===== config.mk =====
export PLATFORM = sky130hd
export DESIGN_NAME = cla32_arbiter
export DESIGN_NICKNAME = d
export VERILOG_FILES = /design/src/rtl/cla32_arbiter.sv
export SDC_FILE = /design/constraint.sdc
export NUM_CORES = 1
export LEC_CHECK = 0
export BUFFER_PORTS_ARGS = -buffer_cell sky130_fd_sc_hd__buf_2
export CORE_AREA = 2 2 118 120
export CTS_BUF_LIST = sky130_fd_sc_hd__clkbuf_2
export DETAILED_ROUTE_END_ITERATION = 6
export DIE_AREA = 0 0 120 122
export GPL_ROUTABILITY_DRIVEN = 0
export PLACE_DENSITY = 0.82
export SETUP_SLACK_MARGIN = 0.5
export SKIP_CTS_REPAIR_TIMING = 1
export SLEW_MARGIN = 20
export SYNTH_ARGS = -nofsm -noshare
export SYNTH_HDL_FRONTEND = slang
export SYNTH_SLANG_ARGS = --single-unit

===== constraint.sdc =====
create_clock -name clk -period 1.7 [get_ports clk]
set_clock_uncertainty 0.15 [all_clocks]
set_input_delay 0.34 -clock clk [delete_from_list [all_inputs] [get_ports clk]]
set_output_delay 0.34 -clock clk [all_outputs]
set_load 0.02 [all_outputs]

===== src/rtl/cla32_arbiter.sv =====
// Round-robin arbiter that time-shares one external adder between two requesters,
// holding registered operands for ADD_CYCLES cycles and capturing into per-requester result slots.
module cla32_arbiter #(
  parameter int WIDTH      = 32,
  parameter int ADD_CYCLES = 1
) (
  input  logic             clk,
  input  logic             rst,
  input  logic             req0_valid,
  output logic             req0_ready,
  input  logic [WIDTH-1:0] req0_a,
  input  logic [WIDTH-1:0] req0_b,
  input  logic             req0_cin,
  input  logic             req1_valid,
  output logic             req1_ready,
  input  logic [WIDTH-1:0] req1_a,
  input  logic [WIDTH-1:0] req1_b,
  input  logic             req1_cin,
  output logic             res0_valid,
  input  logic             res0_ready,
  output logic [WIDTH-1:0] res0_sum,
  output logic             res0_cout,
  output logic             res0_ovf,
  output logic             res1_valid,
  input  logic             res1_ready,
  output logic [WIDTH-1:0] res1_sum,
  output logic             res1_cout,
  output logic             res1_ovf,
  output logic [WIDTH-1:0] add_a,
  output logic [WIDTH-1:0] add_b,
  output logic             add_cin,
  input  logic [WIDTH-1:0] add_sum,
  input  logic             add_cout,
  input  logic             add_ovf
);

  typedef enum logic {IDLE, EXEC} state_t;

  state_t     state;
  logic [3:0] cnt;
  logic       owner;
  logic       last_grant;
  logic       eligible0;
  logic       eligible1;
  logic       grant_vld;
  logic       grant;

  // A requester with an unread result is held off so its slot is never overwritten.
  assign eligible0 = req0_valid && !res0_valid;
  assign eligible1 = req1_valid && !res1_valid;

  always_comb begin
    grant_vld = eligible0 || eligible1;
    grant     = 1'b0;
    if (eligible0 && eligible1) grant = !last_grant;
    else if (eligible1)         grant = 1'b1;
  end

  assign req0_ready = !rst && (state == IDLE) && grant_vld && !grant;
  assign req1_ready = !rst && (state == IDLE) && grant_vld && grant;

  always_ff @(posedge clk) begin
    if (rst) begin
      state      <= IDLE;
      cnt        <= '0;
      owner      <= 1'b0;
      last_grant <= 1'b1;
      add_a      <= '0;
      add_b      <= '0;
      add_cin    <= 1'b0;
      res0_valid <= 1'b0;
      res0_sum   <= '0;
      res0_cout  <= 1'b0;
      res0_ovf   <= 1'b0;
      res1_valid <= 1'b0;
      res1_sum   <= '0;
      res1_cout  <= 1'b0;
      res1_ovf   <= 1'b0;
    end else begin
      if (res0_valid && res0_ready) res0_valid <= 1'b0;
      if (res1_valid && res1_ready) res1_valid <= 1'b0;
      case (state)
        IDLE: begin
          // grant_vld already implies the granted requester is valid
          if (grant_vld) begin
            state      <= EXEC;
            owner      <= grant;
            last_grant <= grant;
            cnt        <= 4'(ADD_CYCLES - 1);
            add_a      <= grant ? req1_a   : req0_a;
            add_b      <= grant ? req1_b   : req0_b;
            add_cin    <= grant ? req1_cin : req0_cin;
          end
        end
        EXEC: begin
          if (cnt != 4'd0) begin
            cnt <= cnt - 4'd1;
          end else begin
            state <= IDLE;
            if (owner) begin
              res1_valid <= 1'b1;
              res1_sum   <= add_sum;
              res1_cout  <= add_cout;
              res1_ovf   <= add_ovf;
            end else begin
              res0_valid <= 1'b1;
              res0_sum   <= add_sum;
              res0_cout  <= add_cout;
              res0_ovf   <= add_ovf;
            end
          end
        end
        default: state <= IDLE;
      endcase
    end
  end

endmodule


==> After elaboration in Yosys (flattened, before gate mapping) <==
Cells that the tools add are included.
{ "word_totals": {"reg_bits": 142, "inputBits": 170} }
{ "op_classes": {"n_eq_ne": 2, "addsub": 1, "mux": 19, "bitwise": 3, "n_reduce_logical": 20} }
{ "ops": {"columns": ["cell", "count"], "rows": [
  ["32-bit 2-to-1 mux", 2],
  ["1-bit 2-to-1 mux", 13],
  ["1-bit logical AND", 9],
  ["4-bit 2-to-1 mux", 2],
  ["4-bit case mux with 2 select lines", 1],
  ["3-bit AND reduction", 2],
  ["1-bit logical NOT", 5],
  ["2-bit AND reduction", 2],
  ["4-bit nonzero test", 1],
  ["4-bit by 1-bit subtractor with 4-bit output, second input constant", 1],
  ["1-bit NOT", 3],
  ["2-bit by 1-bit inequality test with 1-bit output, second input constant", 1],
  ["2-bit inequality test, second input constant", 1],
  ["1-bit case mux with 2 select lines", 1],
  ["1-bit logical OR", 1]
]} }

==> Longest topological paths before layout <==
{ "logic_depth": {"word_depth": 6, "depth_mapped": 8, "mapped_depth_nobuf": 6} }

==> Worst setup path after synthesis <==
Ideal clock, no wire load.
{ "synth_timing": {"path_kind": "register to output", "from": "register res1_valid", "to": "output req0_ready", "stages_incl_launch_ff": 5, "setup_slack_ns": -0.086, "arrival_ns": 1.296, "path_buffers": 1, "required_time_ns": 1.210, "cell_sequence": "dfxtp_1 > nand2b_4 > nor2_1 > nor4_2 > clkbuf_1"} }
{ "synth_between": {"elab_chain_len": 6, "elab_cells_between_ends": 9, "classes_between": "2 x mux; 7 x reduce/logical"} }
{ "synth_lines": {"columns": ["item", "line_no", "source"], "rows": [
  ["from (decl)", "24", "output logic res1_valid,"],
  ["from (signal assigned)", "75", "res1_valid <= 1'b0;"],
  ["from (signal assigned)", "81", "if (res1_valid && res1_ready) res1_valid <= 1'b0;"],
  ["from (signal assigned)", "101", "res1_valid <= 1'b1;"],
  ["1-bit logical NOT (*)", "50", "assign eligible1 = req1_valid && !res1_valid;"],
  ["1-bit logical AND (*)", "50", null],
  ["1-bit 2-to-1 mux / 1-bit logical AND (equally long branches)", "56, 55", null],
  ["1-bit 2-to-1 mux", "55", "if (eligible0 && eligible1) grant = !last_grant;"],
  ["1-bit logical NOT", "59", "assign req0_ready = !rst && (state == IDLE) && grant_vld && !grant;"],
  ["1-bit logical AND (*)", "59", null],
  ["to (decl)", "10", "output logic req0_ready,"]
]} }
Mark *: on every way between the ends. The rest lies on a longest branch, timed or not.

==> Worst setup path after layout <==
{ "layout_timing": {"from": "register res0_valid", "to": "output req0_ready"} }
{ "layout_between": {"elab_chain_len": 6, "elab_cells_between_ends": 8, "classes_between": "1 x mux; 7 x reduce/logical"} }
{ "layout_lines": {"columns": ["item", "line_no", "source"], "rows": [
  ["from (decl)", "19", "output logic res0_valid,"],
  ["from (signal assigned)", "71", "res0_valid <= 1'b0;"],
  ["from (signal assigned)", "80", "if (res0_valid && res0_ready) res0_valid <= 1'b0;"],
  ["from (signal assigned)", "106", "res0_valid <= 1'b1;"],
  ["1-bit logical NOT (*)", "49", "assign eligible0 = req0_valid && !res0_valid;"],
  ["1-bit logical AND (*)", "49", null],
  ["1-bit logical AND", "55", null],
  ["1-bit 2-to-1 mux", "55", null],
  ["1-bit logical NOT", "59", null],
  ["1-bit logical AND (*)", "59", null]
]} }
Marks and branches as above.

==> metrics.yaml <==
run_status: "finished, violations left"
violations: "negative hold slack, negative setup slack"
track_usage_pct: 21.6
syn-cell-area_um2: 5340
finalWorstSetupSlack_ns: -0.739
finalNetCount: 1274
yosysUniqueCellTypes: 32
hpwlAfterDp_um: 12500
clock-root-buffer: "clkbuf_2"
rows: 43
clock-sinks: 142
hold_path_class: "input port to flip-flop"
grt_first_pass_wirelength_um: 24900
drc: 0
ys_seq_area_share_pct: 53.2
worstPathArrival_ns: 1.95
synth_top_family_by_area: "simple AND/OR/NAND/NOR gates"
slew_violations: 0
end_kind: "primary output"
ir_drop_v: 0.000887
hold_viol: 1
overflow: 0
initial_core_util_pct: 39.6
cts_buffers: 17
synth.avg_cell_area_um2: 9.44
p_per_area_nw_per_um2: 737
layout_common_cells: "buf_2 (170), dlygate4sd3_1 (167), buf_6 (144)"
layout_min_cycle_time_ns: 2.44
drt_wl_total_um: 32000
synth_compound_area_share_pct: 20.6
p_leak_nw: 5.17
grt_start_max_net_pins: 48
first_iter_violations: 905
ctsLongestPathBuffers: 2
die_h_um: 122
crit_type: "flip-flop to primary output"
ys_ff_latch: 142
antenna_found_initial: 7
crit_path_start: "res0_valid$_SDFF_PP0_"
synth_edf_count: 0
fmax_mhz: 410
synth_xor_xnor_area_share_pct: 0
r2r-start: "cnt[0]$_SDFFE_PP0P_"
rsz0062_at_grt: "true"
synth_mux_area_share_pct: 0
path_clk_slew_ns: 0.25
cts_tree: "built"
wl_per_cell_um: 24.5
ios: 307
port-buffer-count: 306
ff2ff_setup_slack_ns: -0.40
critPathMaxFanout: 4
via_per_inst: 5.83
insertion_delay_ns: 0.80
synthArstFlopShare_pct: 0
drive_above_1_share_pct: 63.5
grt_pass1_vias: 5025
syn_nets: 737
ys_warn_count: 0
hold_ws_ns: -0.0766
hold_start: "req0_valid"
worst_slew_pin_slew_ns: 0.556
synthCells: 566
fin_tns_setup_ns: -42.46
finalSetupViolations: 271
yosys.area_share.adder_pct: 0.234
relSlewSlack_pct: 62.9
drv_cap: 0
cpMaxStageDelayCell: "dfxtp_4"
final_antenna_net_count: 0
fin_crit_sh_pct: 143
htree_levels: 4
critPathLaunchType: "flip-flop"
coreArea_um2: 13500
via_count: 7597
area_delta_synth_final_pct: 114
final_common_cell: "buf_2"
die_area_um2: 14600
ys.flop_type: "dfxtp_1"
die_width_um: 120
postLayoutCoreUtil_pct: 84.5
synthSimpleGateAreaFrac_pct: 20.9
drt_first_pass_iters: 6
cp.required_ns: 1.21
crit_path_max_incr_delay_ns: 0.42
path_cells: "nand2b_4 > nor4_4 > buf_4 > buf_6"
[cell usage after synthesis (3+ instances only)]
| master | number | area share (%) |
|---|---|---|
| buf_2 | 17 | 1.6 |
| buf_6 | 7 | 1.5 |
| buf_4 | 5 | 0.70 |
| nand2b_1 | 3 | 0.35 |
| nand2_1 | 138 | 9.7 |
| nor3_1 | 3 | 0.28 |
| dfxtp_1 | 142 | 53 |
| a221o_1 | 65 | 12 |
| and2_1 | 65 | 7.6 |
| clkbuf_1 | 17 | 1.2 |
| nor2_1 | 10 | 0.70 |
| a21oi_1 | 70 | 6.6 |
[worst paths after layout]
check,to,cells past startpoint
worst min register to register,res0_sum[11]$_SDFFE_PP0P_,2
worst max-delay path,req0_ready,4
worst min-delay path,last_grant$_SDFFE_PP1P_,5
worst max register to register,res0_sum[13]$_SDFFE_PP0P_,10
[cells by family after synthesis]
family / Yosys count
AOI/OAI and AO/OA: 145
buffers and inverters: 48
and+or+nand+nor: 230
adders and majority gates: 1
DFF: 142
[through the flow]
step | setup slack, ns | hold slack [ns] | instance area (um^2) | power [W] | cells
4_1_cts | -0.699 | -0.372 | 7470 | 0.00693 | 1074
3_5_place_dp | -0.145 | 0.293 | 7290 | 0.00529 | 1042
3_3_place_gp | -0.0886 | 0.286 | 7290 | 0.00525 | 1042
5_1_grt | -0.813 | -0.0855 | 11400 | 0.00864 | 1300
6_report | -0.739 | -0.0766 | 11400 | 0.00841 | 1304
2_1_floorplan | 0.0583 | 0.305 | 5470 | 0.00464 | 566
[registers in the layout, indices dropped and copies added (netlist names), 4 cells and up]
| register | flops |
|---|---|
| add_a | 32 |
| add_b | 32 |
| res0_sum | 32 |
| res1_sum | 32 |
| cnt | 4 |
[metal layers]
metal | vias up | track usage, % | wire (um)
li1 | 3062 | - | -
met1 | 3575 | 25.1 | 10600
met2 | 683 | 36.4 | 15300
met3 | 275 | 7.35 | 3140
met4 | 2 | 9.26 | 2900
met5 | - | 0 | 13
[critical path: cells and delay by family, from the launching register on]
kind	cells	cell delay (ns)
DFF	1	0.42
buffers and inverters	2	0.33
and+or+nand+nor	2	0.39
[where the power goes]
group          internal (W)  total (W)  switching (W)
logic               0.00144    0.00270        0.00126
clock network      0.000392    0.00183        0.00144
registers           0.00364    0.00387       0.000238
total               0.00546    0.00841        0.00295
[cell type report]
cell class              count  area, um^2
clock inverters            13        92.6
well taps                 180         225
diodes                      8        20.0
multi-input cells         376        2800
inverters                   2        7.51
clock buffers              19        95.1
repair buffers            564        5150
flip-flops and latches    142        3020
fillers                   557        2090
(Power assumes the default switching activity.)
